[config.mk]
export PLATFORM = sky130hd
export DESIGN_NAME = pu_riscv_ram_1r1w_reader
export DESIGN_NICKNAME = d
export VERILOG_FILES = /design/src/rtl/pu_riscv_ram_1r1w_reader.sv
export SDC_FILE = /design/constraint.sdc
export NUM_CORES = 1
export LEC_CHECK = 0
export ABC_AREA = 1
export BUFFER_PORTS_ARGS = -buffer_cell sky130_fd_sc_hd__buf_2
export CAP_MARGIN = 10
export CORE_MARGIN = 2
export CORE_UTILIZATION = 57
export DETAILED_ROUTE_END_ITERATION = 7
export PLACE_DENSITY = 0.79
export SYNTH_ARGS = -nofsm -noshare
export SYNTH_HDL_FRONTEND = slang
export SYNTH_SLANG_ARGS = --single-unit
[constraint.sdc]
create_clock -name clk_i -period 4.53 [get_ports clk_i]
set_input_delay 0.2265 -clock clk_i [delete_from_list [all_inputs] [get_ports clk_i]]
set_output_delay 0.2265 -clock clk_i [all_outputs]
set_load 0.05 [all_outputs]
[src/rtl/pu_riscv_ram_1r1w_reader.sv]
// Burst read engine for the registered-output 1R1W RAM: issues one read per cycle
// and re-times the 1-cycle-latency data onto a valid/ready stream with last marking.
module pu_riscv_ram_1r1w_reader #(
   parameter int ABITS = 10,
   parameter int DBITS = 32,
   parameter int LBITS = 8
) (
   input  logic             clk_i,
   input  logic             rst_ni,
   input  logic             start_i,
   input  logic [ABITS-1:0] base_i,
   input  logic [LBITS-1:0] len_i,
   output logic             busy_o,
   output logic             done_o,
   output logic [ABITS-1:0] ram_raddr_o,
   output logic             ram_re_o,
   input  logic [DBITS-1:0] ram_dout_i,
   output logic [DBITS-1:0] m_data_o,
   output logic             m_valid_o,
   input  logic             m_ready_i,
   output logic             m_last_o
);

   typedef enum logic [1:0] {
      ST_IDLE  = 2'd0,
      ST_BURST = 2'd1,
      ST_DRAIN = 2'd2,
      ST_DONE  = 2'd3
   } state_t;

   localparam logic [LBITS-1:0] REM_ZERO = {LBITS{1'b0}};
   localparam logic [LBITS-1:0] REM_ONE  = {{(LBITS-1){1'b0}}, 1'b1};
   localparam logic [ABITS-1:0] ADDR_ONE = {{(ABITS-1){1'b0}}, 1'b1};

   // Three-slot ring pointer; index 3 is never produced.
   function automatic logic [1:0] ptr_inc(input logic [1:0] p);
      logic [1:0] n;
      if (p == 2'd2) n = 2'd0;
      else           n = p + 2'd1;
      return n;
   endfunction

   state_t           state_r, state_nxt_s;
   logic [ABITS-1:0] addr_r;
   logic [LBITS-1:0] rem_r;
   logic             inflight_r, inflight_last_r;
   logic [DBITS-1:0] fifo_data_r [3];
   logic             fifo_last_r [3];
   logic [1:0]       wr_ptr_r, rd_ptr_r, count_r;
   logic [2:0]       credit_s;
   logic             issue_s, push_s, pop_s;

   // Read issue depends only on registered state; credit covers buffered plus in-flight words.
   always_comb begin
      credit_s = {1'b0, count_r} + {2'b00, inflight_r};
      issue_s  = (state_r == ST_BURST) && (rem_r != REM_ZERO) && (credit_s < 3'd3);
      push_s   = inflight_r;
      pop_s    = (count_r != 2'd0) && m_ready_i;
   end

   // Next-state decode.
   always_comb begin
      state_nxt_s = state_r;
      case (state_r)
         ST_IDLE: begin
            if (start_i) begin
               if (len_i != REM_ZERO) state_nxt_s = ST_BURST;
               else                   state_nxt_s = ST_DONE;
            end else begin
               state_nxt_s = ST_IDLE;
            end
         end
         ST_BURST: begin
            if (issue_s && (rem_r == REM_ONE)) state_nxt_s = ST_DRAIN;
            else                               state_nxt_s = ST_BURST;
         end
         ST_DRAIN: begin
            if (!inflight_r && (count_r == 2'd0)) state_nxt_s = ST_DONE;
            else                                  state_nxt_s = ST_DRAIN;
         end
         ST_DONE:  state_nxt_s = ST_IDLE;
         default:  state_nxt_s = ST_IDLE;
      endcase
   end

   // State, address/count, latency tracking and output buffer.
   always_ff @(posedge clk_i) begin
      if (!rst_ni) begin
         state_r         <= ST_IDLE;
         addr_r          <= {ABITS{1'b0}};
         rem_r           <= REM_ZERO;
         inflight_r      <= 1'b0;
         inflight_last_r <= 1'b0;
         wr_ptr_r        <= 2'd0;
         rd_ptr_r        <= 2'd0;
         count_r         <= 2'd0;
         for (int i = 0; i < 3; i++) begin
            fifo_data_r[i] <= {DBITS{1'b0}};
            fifo_last_r[i] <= 1'b0;
         end
      end else begin
         state_r <= state_nxt_s;
         if ((state_r == ST_IDLE) && start_i) begin
            addr_r <= base_i;
            rem_r  <= len_i;
         end else if (issue_s) begin
            addr_r <= addr_r + ADDR_ONE;
            rem_r  <= rem_r - REM_ONE;
         end
         inflight_r      <= issue_s;
         inflight_last_r <= issue_s && (rem_r == REM_ONE);
         if (push_s) begin
            fifo_data_r[wr_ptr_r] <= ram_dout_i;
            fifo_last_r[wr_ptr_r] <= inflight_last_r;
            wr_ptr_r              <= ptr_inc(wr_ptr_r);
         end
         if (pop_s) begin
            rd_ptr_r <= ptr_inc(rd_ptr_r);
         end
         case ({push_s, pop_s})
            2'b10:   count_r <= count_r + 2'd1;
            2'b01:   count_r <= count_r - 2'd1;
            default: count_r <= count_r;
         endcase
      end
   end

   assign busy_o      = (state_r != ST_IDLE);
   assign done_o      = (state_r == ST_DONE);
   assign ram_re_o    = issue_s;
   assign ram_raddr_o = addr_r;
   assign m_valid_o   = (count_r != 2'd0);
   assign m_data_o    = fifo_data_r[rd_ptr_r];
   assign m_last_o    = fifo_last_r[rd_ptr_r] && (count_r != 2'd0);

endmodule

==> flow_metrics.tcl <==
set metrics [dict create \
    status "complete, no violations" \
    instances_no_fill 1057 \
    fillers 924 \
    wire_per_inst_um 15.7 \
    slew_headroom_pct 22.5 \
    synth_top_area_share_pct 53.3 \
    drv_slew 0 \
    postSynthCellCount 756 \
    avgSynthCellArea_um2 9.61 \
    met1_usage_pct 31.6 \
    nets 933 \
    maxCapViolCount 0 \
    synth_cell_types 34 \
    rsz0062_at_grt "false" \
    die_area_um2 13700 \
    fmax_mhz 295 \
    clk_pin_slew_worst_paths_ps 60 \
    drc 0 \
    drive_above_1_share_pct 18.6 \
    vdd_drop_max_v 0.000320 \
    cts_setup_buffers 0 \
    grt-busiest-layer "met2" \
    overflow 0 \
    skew_ps 5.99 \
    powerDensity_nw_per_um2 514 \
    syn_area_um2 7270 \
    wirelength_mm 16.6 \
    crit_chain "inv_2 -> o21ai_0 -> o22ai_1 -> buf_2" \
    path_max_fanout 68 \
    grt_util_all_layers_pct 25.2 \
    antenna_found_initial 0 \
    arrival_ps 3160 \
    critPathMaxStageDelay_ps 1080 \
    hold_path.startpoint "ram_dout_i[3]" \
    period_share_pct 74.8 \
    hold_viol_final 0 \
    cts_tree "done" \
    cts-root-buf "clkbuf_16" \
    grtUsageMet3_pct 5.66 \
    synth_fp_nets 817 \
    dp_hpwl_mm 10.1 \
    cp-end-kind "primary output" \
    post-route-min-period_ps 3390 \
    tightest_slew_ps 1160 \
    ctsLongestPathBuffers 2 \
    grt_start_max_net_pins 69 \
    antenna_cells 0 \
    dp_slack_ps 1450 \
    ys_ff_latch 162 \
    finalWeightedCongestion 0.911 \
    cts_buffers 17 \
    post_cts_resized 0 \
    die_h_um 117 \
    clkLatencyLatePin_ps 430 \
    setup_ws_ps 1140 \
    gr-usage-met2_pct 42.9 \
    first_iter_violations 478 \
    portBuffers 100 \
    place_area_um2 7870 \
    place_inst 997 \
    yosysSeqAreaShare_pct 62.4 \
    clock_tree.htree_level_count 4 \
    design.core.area_um2 12500 \
    yosys.area.top_type "edfxtp_1" \
    ant_nets 0 \
    rows 41 \
    netlist_top_cells_area "edfxtp_1 (53%), nor2_1 (10%), dfxtp_1 (9.1%)" \
    via_count 5743 \
    fin_area_um2 8740 \
    start_kind "flip-flop" \
    crit_required_ps 4300 \
    start_util_pct 58.0 \
    grt_pass1_vias 5568 \
    hold_path.class "input pin to flip-flop" \
    yosysWarnings 0 \
    rr_startpoint "inflight_r" \
    ios 101 \
    drt_pass1_iterations 5 \
    worst_path_max_delay_cell "dfxtp_2" \
    setup_viol 0 \
    power.leakage_nw 3.74 \
    clock_sinks 162 \
    path_class "flip-flop to primary output" \
    grt_pass1_wl_mm 26.2 \
    die_w_um 117 \
    avgViaCountPerCell 5.43 \
    finalSetupTns_ps 0 \
    syn2layout_area_growth_pct 20.3 \
]
worst paths after layout:
check / to / slack (ps) / cells past startpoint
max: m_data_o[20] / 1140 / 4
min: fifo_data_r[3][3] / 7 / 1
max reg2reg: fifo_data_r[0][12] / 1750 / 5
min reg2reg: fifo_last_r[3] / 440 / 0
synth_stat cells, drive strengths merged:
library cell,instances
o211a,1
o21ai,80
a21oi,17
dfxtp,33
and3,1
nand2,93
nor2,200
nand3,30
o22ai,33
a211oi,1
a21boi,1
clkbuf,25
buf,12
nand3b,3
ha,7
nand4,2
edfxtp,129
inv,73
nor3,6
xor2,3
nor4,1
or2,5
timing repair:
item / 4_1_cts / 5_1_grt
hold buffers: 28 / 0
hold endpoints to repair: 28 / 0
setup endpoints to repair: 0 / 0
placed cells by master, fill, tap and decap left out, types with 2 or more instances in the layout:
| cell | instances |
|---|---|
| nor2_1 | 195 |
| edfxtp_1 | 129 |
| buf_2 | 100 |
| nand2_1 | 87 |
| o21ai_0 | 80 |
| inv_1 | 68 |
| o22ai_1 | 33 |
| dfxtp_1 | 32 |
| dlygate4sd3_1 | 28 |
| nand3_1 | 26 |
| clkbuf_16 | 17 |
| a21oi_1 | 13 |
| ha_1 | 7 |
| buf_4 | 6 |
| inv_2 | 5 |
| nor3_2 | 4 |
| nand3_2 | 4 |
| nand2_2 | 4 |
| a21oi_2 | 4 |
| clkinvlp_4 | 4 |
| nor2_4 | 3 |
| nand3b_1 | 3 |
| or2_0 | 3 |
| xor2_1 | 3 |
| bufinv_16 | 3 |
| clkbuf_1 | 3 |
| clkinv_2 | 3 |
| nor2_2 | 2 |
| nand2_4 | 2 |
| or2_2 | 2 |
| nand4_1 | 2 |
| nor3_1 | 2 |
kinds of logic (layout without fill, tap and decap cells):
kind of cell	count (synthesis)	count (layout)	synth area share [%]
buf+inv	110	239	6.22
xor+xnor	3	3	0.362
fa+ha+maj	7	7	1.21
compound gates	133	133	10.1
flops	162	162	62.4
simple gates	341	341	19.7
area by class of cell:
cell class	count	area (um2)	share of cell area (%)
sequential	162	4540	51.9
multi-input combinational	484	2300	26.3
timing repair buffer	134	826	9.45
clock buffer	21	450	5.16
inverter	73	274	3.14
tap	172	215	2.46
clock inverter	11	139	1.59
flip-flops by register name, summed over array words and instances, names as in the netlist, named ones only:
register / flops
wr_ptr_r: 2
ram_raddr_o: 10
rd_ptr_r: 2
fifo_data_r: 128
inflight_r: 1
rem_r: 8
fifo_last_r: 4
count_r: 2
state_r: 2
inflight_last_r: 1
report_power, final:
part / internal, mW / switching [mW] / total (mW)
Sequential: 1.69 / 0.0955 / 1.78
Combinational: 0.317 / 0.949 / 1.27
Clock: 0.875 / 0.563 / 1.44
Total: 2.88 / 1.61 / 4.49
worst max-delay path, delay by kind of cell, from the launching register on:
kind	cells	cell delay (ps)
DFF	1	1080
buffers and inverters	2	990
AOI/OAI and AO/OA	2	620
metal layers:
| layer | part of all wire [%] | wire, um |
|---|---|---|
| met4 | 1.8 | 297 |
| met5 | 0 | 0 |
| met3 | 6.2 | 1030 |
| met1 | 42 | 6970 |
| met2 | 50 | 8320 |
per-stage QoR:
stage / hold WS (ps) / util [%] / total power, mW
after global routing: 8.12 / 69.8 / 4.66
after floorplan: 325 / - / 2.76
after CTS: 7.36 / 69.8 / 4.49
after detailed placement: 419 / 62.9 / 3.05
after global placement: 419 / 62.9 / 3.02
final: 7.36 / 69.8 / 4.49
Power figures use the tool's default switching activity.
